$ cat src/rtl/hex_pkg.sv
// hex_pkg: shared types and character constants for the hex word assembler.
package hex_pkg;
    typedef enum logic [1:0] {ST_ACCEPT, ST_DECODE, ST_OUTPUT, ST_FLUSH} hex_asm_state_t;
    typedef enum logic [1:0] {ERR_NONE = 2'd0, ERR_BADCHAR = 2'd1, ERR_OVERFLOW = 2'd2} err_cause_t;
    localparam logic [7:0] CHAR_CR = 8'h0D;
    localparam logic [7:0] CHAR_LF = 8'h0A;
    function automatic logic is_term(input logic [7:0] c);
        return (c == CHAR_CR) || (c == CHAR_LF);
    endfunction
endpackage

$ cat src/rtl/hex_word_assembler_decoder.sv
// hexDecoderUnit: registered ASCII hex digit decoder, no reset; case-insensitive A-F.
module hexDecoderUnit (
    input  logic       clk,
    input  logic [7:0] nibbleChar,
    output logic [3:0] nibble,
    output logic       badChar
);
    logic       is_digit, is_alpha;
    logic [3:0] nib_d;
    always_comb begin
        is_digit = (nibbleChar >= 8'h30) && (nibbleChar <= 8'h39);
        is_alpha = ((nibbleChar >= 8'h41) && (nibbleChar <= 8'h46)) ||
                   ((nibbleChar >= 8'h61) && (nibbleChar <= 8'h66));
        // low nibble of 'A'/'a' is 1, so adding 9 yields 10..15
        nib_d    = is_digit ? nibbleChar[3:0] : nibbleChar[3:0] + 4'd9;
    end
    always_ff @(posedge clk) begin
        nibble  <= nib_d;
        badChar <= !(is_digit || is_alpha);
    end
endmodule

$ cat src/rtl/hex_word_assembler.sv
// hex_word_assembler: shifts ASCII hex digits into a right-aligned word, emitted on CR/LF;
// bad or overlong lines raise an error pulse and are discarded up to the next terminator.
module hex_word_assembler
    import hex_pkg::*;
#(
    parameter int DIGITS = 8
) (
    input  logic                         clk,
    input  logic                         rst_n,
    input  logic [7:0]                   char_in,
    input  logic                         char_valid,
    output logic                         char_ready,
    output logic [4*DIGITS-1:0]          word_out,
    output logic [$clog2(DIGITS+1)-1:0]  word_digits,
    output logic                         word_valid,
    input  logic                         word_ready,
    output logic                         error,
    output logic [1:0]                   err_cause
);
    localparam int W  = 4 * DIGITS;
    localparam int CW = $clog2(DIGITS + 1);

    hex_asm_state_t state_q, state_d;
    logic [W-1:0]   acc_q, acc_d, word_q, word_d;
    logic [CW-1:0]  cnt_q, cnt_d, digits_q, digits_d;
    logic           error_q, error_d;
    err_cause_t     cause_q, cause_d;
    logic [3:0]     nibble;
    logic           bad_char, accept, term;

    hexDecoderUnit u_dec (
        .clk        (clk),
        .nibbleChar (char_in),
        .nibble     (nibble),
        .badChar    (bad_char)
    );

    assign char_ready  = (state_q == ST_ACCEPT) || (state_q == ST_FLUSH);
    assign word_valid  = (state_q == ST_OUTPUT);
    assign word_out    = word_q;
    assign word_digits = digits_q;
    assign error       = error_q;
    assign err_cause   = cause_q;
    assign accept      = char_valid && char_ready;
    assign term        = is_term(char_in);

    always_comb begin
        state_d  = state_q;
        acc_d    = acc_q;
        cnt_d    = cnt_q;
        word_d   = word_q;
        digits_d = digits_q;
        error_d  = 1'b0;
        cause_d  = cause_q;
        case (state_q)
            ST_ACCEPT: if (accept) begin
                if (term) begin
                    if (cnt_q != '0) begin
                        state_d  = ST_OUTPUT;
                        word_d   = acc_q;
                        digits_d = cnt_q;
                    end
                end else if (cnt_q == CW'(DIGITS)) begin
                    state_d = ST_FLUSH;
                    error_d = 1'b1;
                    cause_d = ERR_OVERFLOW;
                end else begin
                    state_d = ST_DECODE;
                end
            end
            ST_DECODE: if (bad_char) begin
                state_d = ST_FLUSH;
                error_d = 1'b1;
                cause_d = ERR_BADCHAR;
                acc_d   = '0;
                cnt_d   = '0;
            end else begin
                state_d = ST_ACCEPT;
                acc_d   = {acc_q[W-5:0], nibble};
                cnt_d   = cnt_q + CW'(1);
            end
            ST_OUTPUT: if (word_ready) begin
                state_d = ST_ACCEPT;
                acc_d   = '0;
                cnt_d   = '0;
            end
            default: if (accept && term) begin
                state_d = ST_ACCEPT;
                acc_d   = '0;
                cnt_d   = '0;
            end
        endcase
    end

    always_ff @(posedge clk or negedge rst_n) begin
        if (!rst_n) begin
            state_q  <= ST_ACCEPT;
            acc_q    <= '0;
            cnt_q    <= '0;
            word_q   <= '0;
            digits_q <= '0;
            error_q  <= 1'b0;
            cause_q  <= ERR_NONE;
        end else begin
            state_q  <= state_d;
            acc_q    <= acc_d;
            cnt_q    <= cnt_d;
            word_q   <= word_d;
            digits_q <= digits_d;
            error_q  <= error_d;
            cause_q  <= cause_d;
        end
    end
endmodule

$ cat config.mk
export PLATFORM = sky130hd
export DESIGN_NAME = hex_word_assembler
export DESIGN_NICKNAME = d
export VERILOG_FILES = /design/src/rtl/hex_pkg.sv /design/src/rtl/hex_word_assembler_decoder.sv /design/src/rtl/hex_word_assembler.sv
export SDC_FILE = /design/constraint.sdc
export NUM_CORES = 1
export LEC_CHECK = 0
export ABC_AREA = 1
export BUFFER_PORTS_ARGS = -buffer_cell sky130_fd_sc_hd__buf_2
export CORE_UTILIZATION = 40
export DETAILED_ROUTE_END_ITERATION = 16
export PLACE_DENSITY = 0.59
export SETUP_SLACK_MARGIN = 0.2
export SYNTH_ARGS = -nofsm -noshare
export SYNTH_HDL_FRONTEND = slang
export SYNTH_HIERARCHICAL = 1
export SYNTH_SLANG_ARGS = --single-unit
$ cat constraint.sdc
create_clock -name clk -period 1.5 [get_ports clk]
set_input_delay 0.45 -clock clk [delete_from_list [all_inputs] [get_ports clk]]
set_output_delay 0.45 -clock clk [all_outputs]
set_load 0.05 [all_outputs]
Word level (Yosys, flattened, before mapping)
Cells that the tools add are included. Widths: inputs -> output; s select.

Reductions and logical operators: 19. $mul: 0. Shifts and indexed selects: 0. $add $sub $neg: 2. Bitwise gates (word level): 1. Order comparisons: 6. Div/mod/pow operators: 0. Multiplexer cells: 27. Equal/unequal tests: 12.

Operators with widths (count): $mux 32 (3); $pmux 32 s3 (1); $mux 2 (11); $eq 8x4->1 const B (2); $ge 8x7->1 const B (2); $le 8x7->1 const B (2); $mux 4 (4); $pmux 4 s3 (1); $ge 8x6->1 const B (1); $le 8x6->1 const B (1); $reduce_and 4->1 (2); $reduce_bool 4->1 (2); $ne 2x1->1 const B (3); $pmux 2 s3 (1); $logic_and 1x1->1 (5); $reduce_and 5->1 (1); $add 4x1->4 const B (1); $add 4x4->4 const B (1); $eq 2x2->1 const B (2); $eq 4x4->1 const B (1); $logic_or 1x1->1 (4); $mux 1 (4); $ne 2x2->1 const B (2); $pmux 2 s2 (1); 9 further kinds (9).

Bits in read-only memories: 0. Memory bits (writable): 0. Bits in registers: 82. Logic and storage cells: 76. Memories kept: 0. Output and inout port bits: 41. Latch bits: 0.

Logic depth before layout (Yosys ltp)
Word-level depth: 6. Gate-level depth with buffers: 10. Mapped depth without buffers: 9.

Hierarchy
Netlist, hierarchy kept.

Modules (own cells, without submodules): hex_word_assembler (instances 1, cells each 387, area each 3537.1 um^2, seq. area each 1926.8 um^2); hexDecoderUnit (instances 1, cells each 48, area each 335.3 um^2, seq. area each 100.1 um^2).

Worst setup path after synthesis
No wires, ideal clock.

Path type: register to register. From: register state_q[0]. To: register acc_q[29]. Slack: -0.274 ns. Buffers on the path: 1. Arrival time: 1.691 ns. Cell stages (with the launch flop): 10. Setup time: 0.083 ns. Clock period less this slack: 1.774 ns. Path through: dfrtp_1 -> inv_1 -> ha_1 -> inv_1 -> nor2_1 -> a21oi_1 -> nand2_4 -> buf_2 -> nand2_1 -> o21ai_0.

RTL lines: start, declared (line hex_word_assembler.sv:23) `hex_asm_state_t state_q, state_d;`; start signal, assigned (line hex_word_assembler.sv:105) `state_q <= state_d;`; $eq 2x2->1 *; net word_valid (line hex_word_assembler.sv:15) `output logic word_valid,`; $ne 2x1->1 (no line) or $reduce_bool 3->1 (tied branches); $reduce_and 3->1 (no line); end signal, assigned (line hex_word_assembler.sv:98) `acc_q <= '0;`; end signal, assigned (line hex_word_assembler.sv:106) `acc_q <= acc_d;`; end, declared (line hex_word_assembler.sv:24) `logic [W-1:0] acc_q, acc_d, word_q, word_d;`.

The timed path passes the listed nets; every way through them passes the cells marked *. A chain may end at the register's enable or synchronous reset.

Final worst setup path
From: register state_q[1]. To: register word_q[1], in the netlist word_out[1].

Cells in the longest elaborated chain, start to end: 4.

RTL lines: $eq 2x2->1 or $logic_not 2->1 (tied branches) (line hex_word_assembler.sv:38, hex_word_assembler.sv:55); $logic_or 1x1->1 (line hex_word_assembler.sv:38) `assign char_ready = (state_q == ST_ACCEPT) || (state_q == ST_FLUSH);`; $logic_and 1x1->1 (line hex_word_assembler.sv:44) `assign accept = char_valid && char_ready;`; $reduce_and 4->1 (no line) *; end signal, assigned (line hex_word_assembler.sv:108) `word_q <= word_d;`; end, declared (line hex_word_assembler.sv:24).

Every way passes the cells marked *; elsewhere a longest branch is shown, timed or not.

==> results.toml <==
[grt]
overflow = 0
grt_start_max_net_pins = 78
grt_pass1_vias = 3215
grt_pass1_wl_um = 14800
grt_use_total = 0.189
antenna_found_initial = 0

[run_status]
failed_checks = "setup timing"
outcome = "finished with violations"

[layout]
final_cell_mix = "112 x nand2_1, 77 x dfrtp_1, 67 x buf_4, 51 x inv_1, 47 x buf_6"
fin_nets = 589
final_cell_area_mm2 = 0.00582
final_cells = 703
drive_gt1_frac = 0.453
fin_util = 0.624
num_antenna_cells = 0
area_growth_syn_to_layout_pct = 50.2
final_common_cell = "nand2_1"

[power_and_ir_drop]
leakagePower_nw = 2.75
p_per_area_mw_per_mm2 = 1250
total_power_mw = 7.30
vdd_drop_max_v = 0.000629

[route]
drtIter0Drc = 165
drc_errors = 0
wire_per_inst_um = 13.0
drt-total-wl_um = 9120
routed-via-count = 3251
first_pass_iters = 4
ant_nets = 0
viasPerCell = 4.62

[timing]
fmax_ghz = 0.575
finClkSkew_ps = 8.89
setup_viol = 78
rsz0062_at_grt = "true"
finalCritPeriodShare = 1.16
fin_crit_ps = 1740
hold_viol = 0
setup_tns_ps = -13250
worst_slew_pin_slew_ps = 419
hold_slack_ps = 109
slew_violations = 0
slew_headroom = 0.721
setup_slack_ps = -240

[worst_hold_path]
holdCritPathClass = "in2async"

[clock_tree]
cts_root_buffer = "clkbuf_8"
htreeDepth = 3
numCtsBuffers = 9
clockBufferDepth = 2
cts_sinks = 82
clk_pin_slew_worst_paths_ps = 90
cts_tree = "yes"
clk-insertion-delay-late_ps = 350

[die]
die_w_um = 100
coreArea_mm2 = 0.00933
die_h_um = 100
dieArea_mm2 = 0.0101
initial_utilization = 0.415
boundaryPins = 53
rows = 35

[setup_path]
critPathRequiredTime_ps = 1780
cp-end-kind = "register"
r2r_slack_ps = -240
cp_max_fo = 5
cp.arrival_ps = 2020
r2r_start = "state_q[1]"
rr_worst_depth = 8
regToRegEndpoint = "word_out[1]"
path_class = "reg2reg"
setup.worst_path.start_class = "register"

[yosys]
yosysTopAreaCellShare = 0.498
synth_largest_area_cell = "dfrtp_1"
syn_nets = 455
synth_area_leaders = "dfrtp_1 50%, nand2_1 14%, o21ai_2 8.1%"
yosys_warnings = 6
async_flop_share = 0.939
synth-seq-cells = 82
syn_inst = 435
synth_edf_count = 0
syn_area_per_cell_um2 = 8.90
syn_area_mm2 = 0.00387
synth_cell_type_count = 27
synthFlopType = "dfrtp_1"
ys_seq_area_frac = 0.523

[run]
maxCapViolCount = 0

[placement]
dp_cells = 633
placed_area_mm2 = 0.00454
pre_cts_slack_ps = -127
dpl.hpwl_um = 5080
gp_congestion = 0.881
io_buffers = 52
[power by group]
group          leakage, nW  internal [mW]  switching, mW
registers             1.11           2.30         0.0634
clock network        0.116           1.04          0.838
logic                 1.52           1.46           1.59
total                 2.75           4.80           2.49
[kinds of logic (layout without fill, tap and decap cells)]
logic type                 after synthesis  in the layout  share of synthesized area
AOI/OAI and AO/OA                       81             81                      0.141
xor gates and xnor gates                 1              1                    0.00226
buffers and inverters                   81            220                      0.100
DFF                                     82             82                      0.523
adders and majority gates                8              8                     0.0258
and+or+nand+nor                        182            182                      0.207
[critical path, cell delays in order (launching register included)]
cell	delay (ps)
dfrtp_1	420
inv_2	100
ha_4	220
buf_6	120
nor3_4	140
nand4_4	190
buf_6	210
clkbuf_16	160
o21ai_2	100
[Yosys cell counts, types with 2 or more instances]
cell	count
nand2_1	141
dfrtp_1	77
inv_1	60
o21ai_2	36
o21ai_0	25
o21ai_1	17
nand3_1	14
buf_6	10
nor2_1	10
buf_2	8
ha_1	8
dfxtp_1	5
inv_2	3
nand4_1	3
a21oi_1	2
nand2_4	2
nand3_2	2
nor2_4	2
nor3_2	2
[layer usage]
metal / global-route usage / vias to the layer above / share of wire
li1: - / 1637 / -
met1: 0.229 / 1560 / 0.43
met2: 0.330 / 45 / 0.53
met3: 0.0341 / 9 / 0.032
met4: 0.0769 / 0 / 0.010
met5: 0 / - / 0
[what timing repair did]
item / 4_1_cts / 5_1_grt
buffers inserted: 33 / 12
hold buffers: 0 / 0
setup endpoints to repair: 118 / 118
gates cloned: 7 / 2
resized for setup: 135 / 24
pin swaps: 9 / 6
hold endpoints to repair: 0 / 0
[flip-flops by register name, indices dropped and copies added, names as in the netlist]
signal	flops
acc_q	32
u_dec/badChar	1
cnt_q	4
err_cause	2
state_q	2
word_digits	4
word_out	32
error	1
u_dec/nibble	4
[final cells by class]
type                            count  area [um2]
Clock buffer                       11         151
Fill cell                         779        3510
Timing Repair Buffer              141        1480
Multi-Input combinational cell    272        1660
Clock inverter                      5        85.1
Tap cell                          129         161
Sequential cell                    82        2030
Inverter                           63         249
[worst max-delay path by stage]
stage | from | end | cells past startpoint
4_1_cts | state_q[1] | char_ready | 4
2_1_floorplan | state_q[1] | word_out[2] | 7
3_3_place_gp | state_q[1] | acc_q[29] | 9
5_1_grt | state_q[1] | word_out[15] | 8
6_report | state_q[1] | word_out[1] | 8
3_5_place_dp | state_q[1] | acc_q[10] | 9
Note: power is estimated with default switching activity, not from simulation.
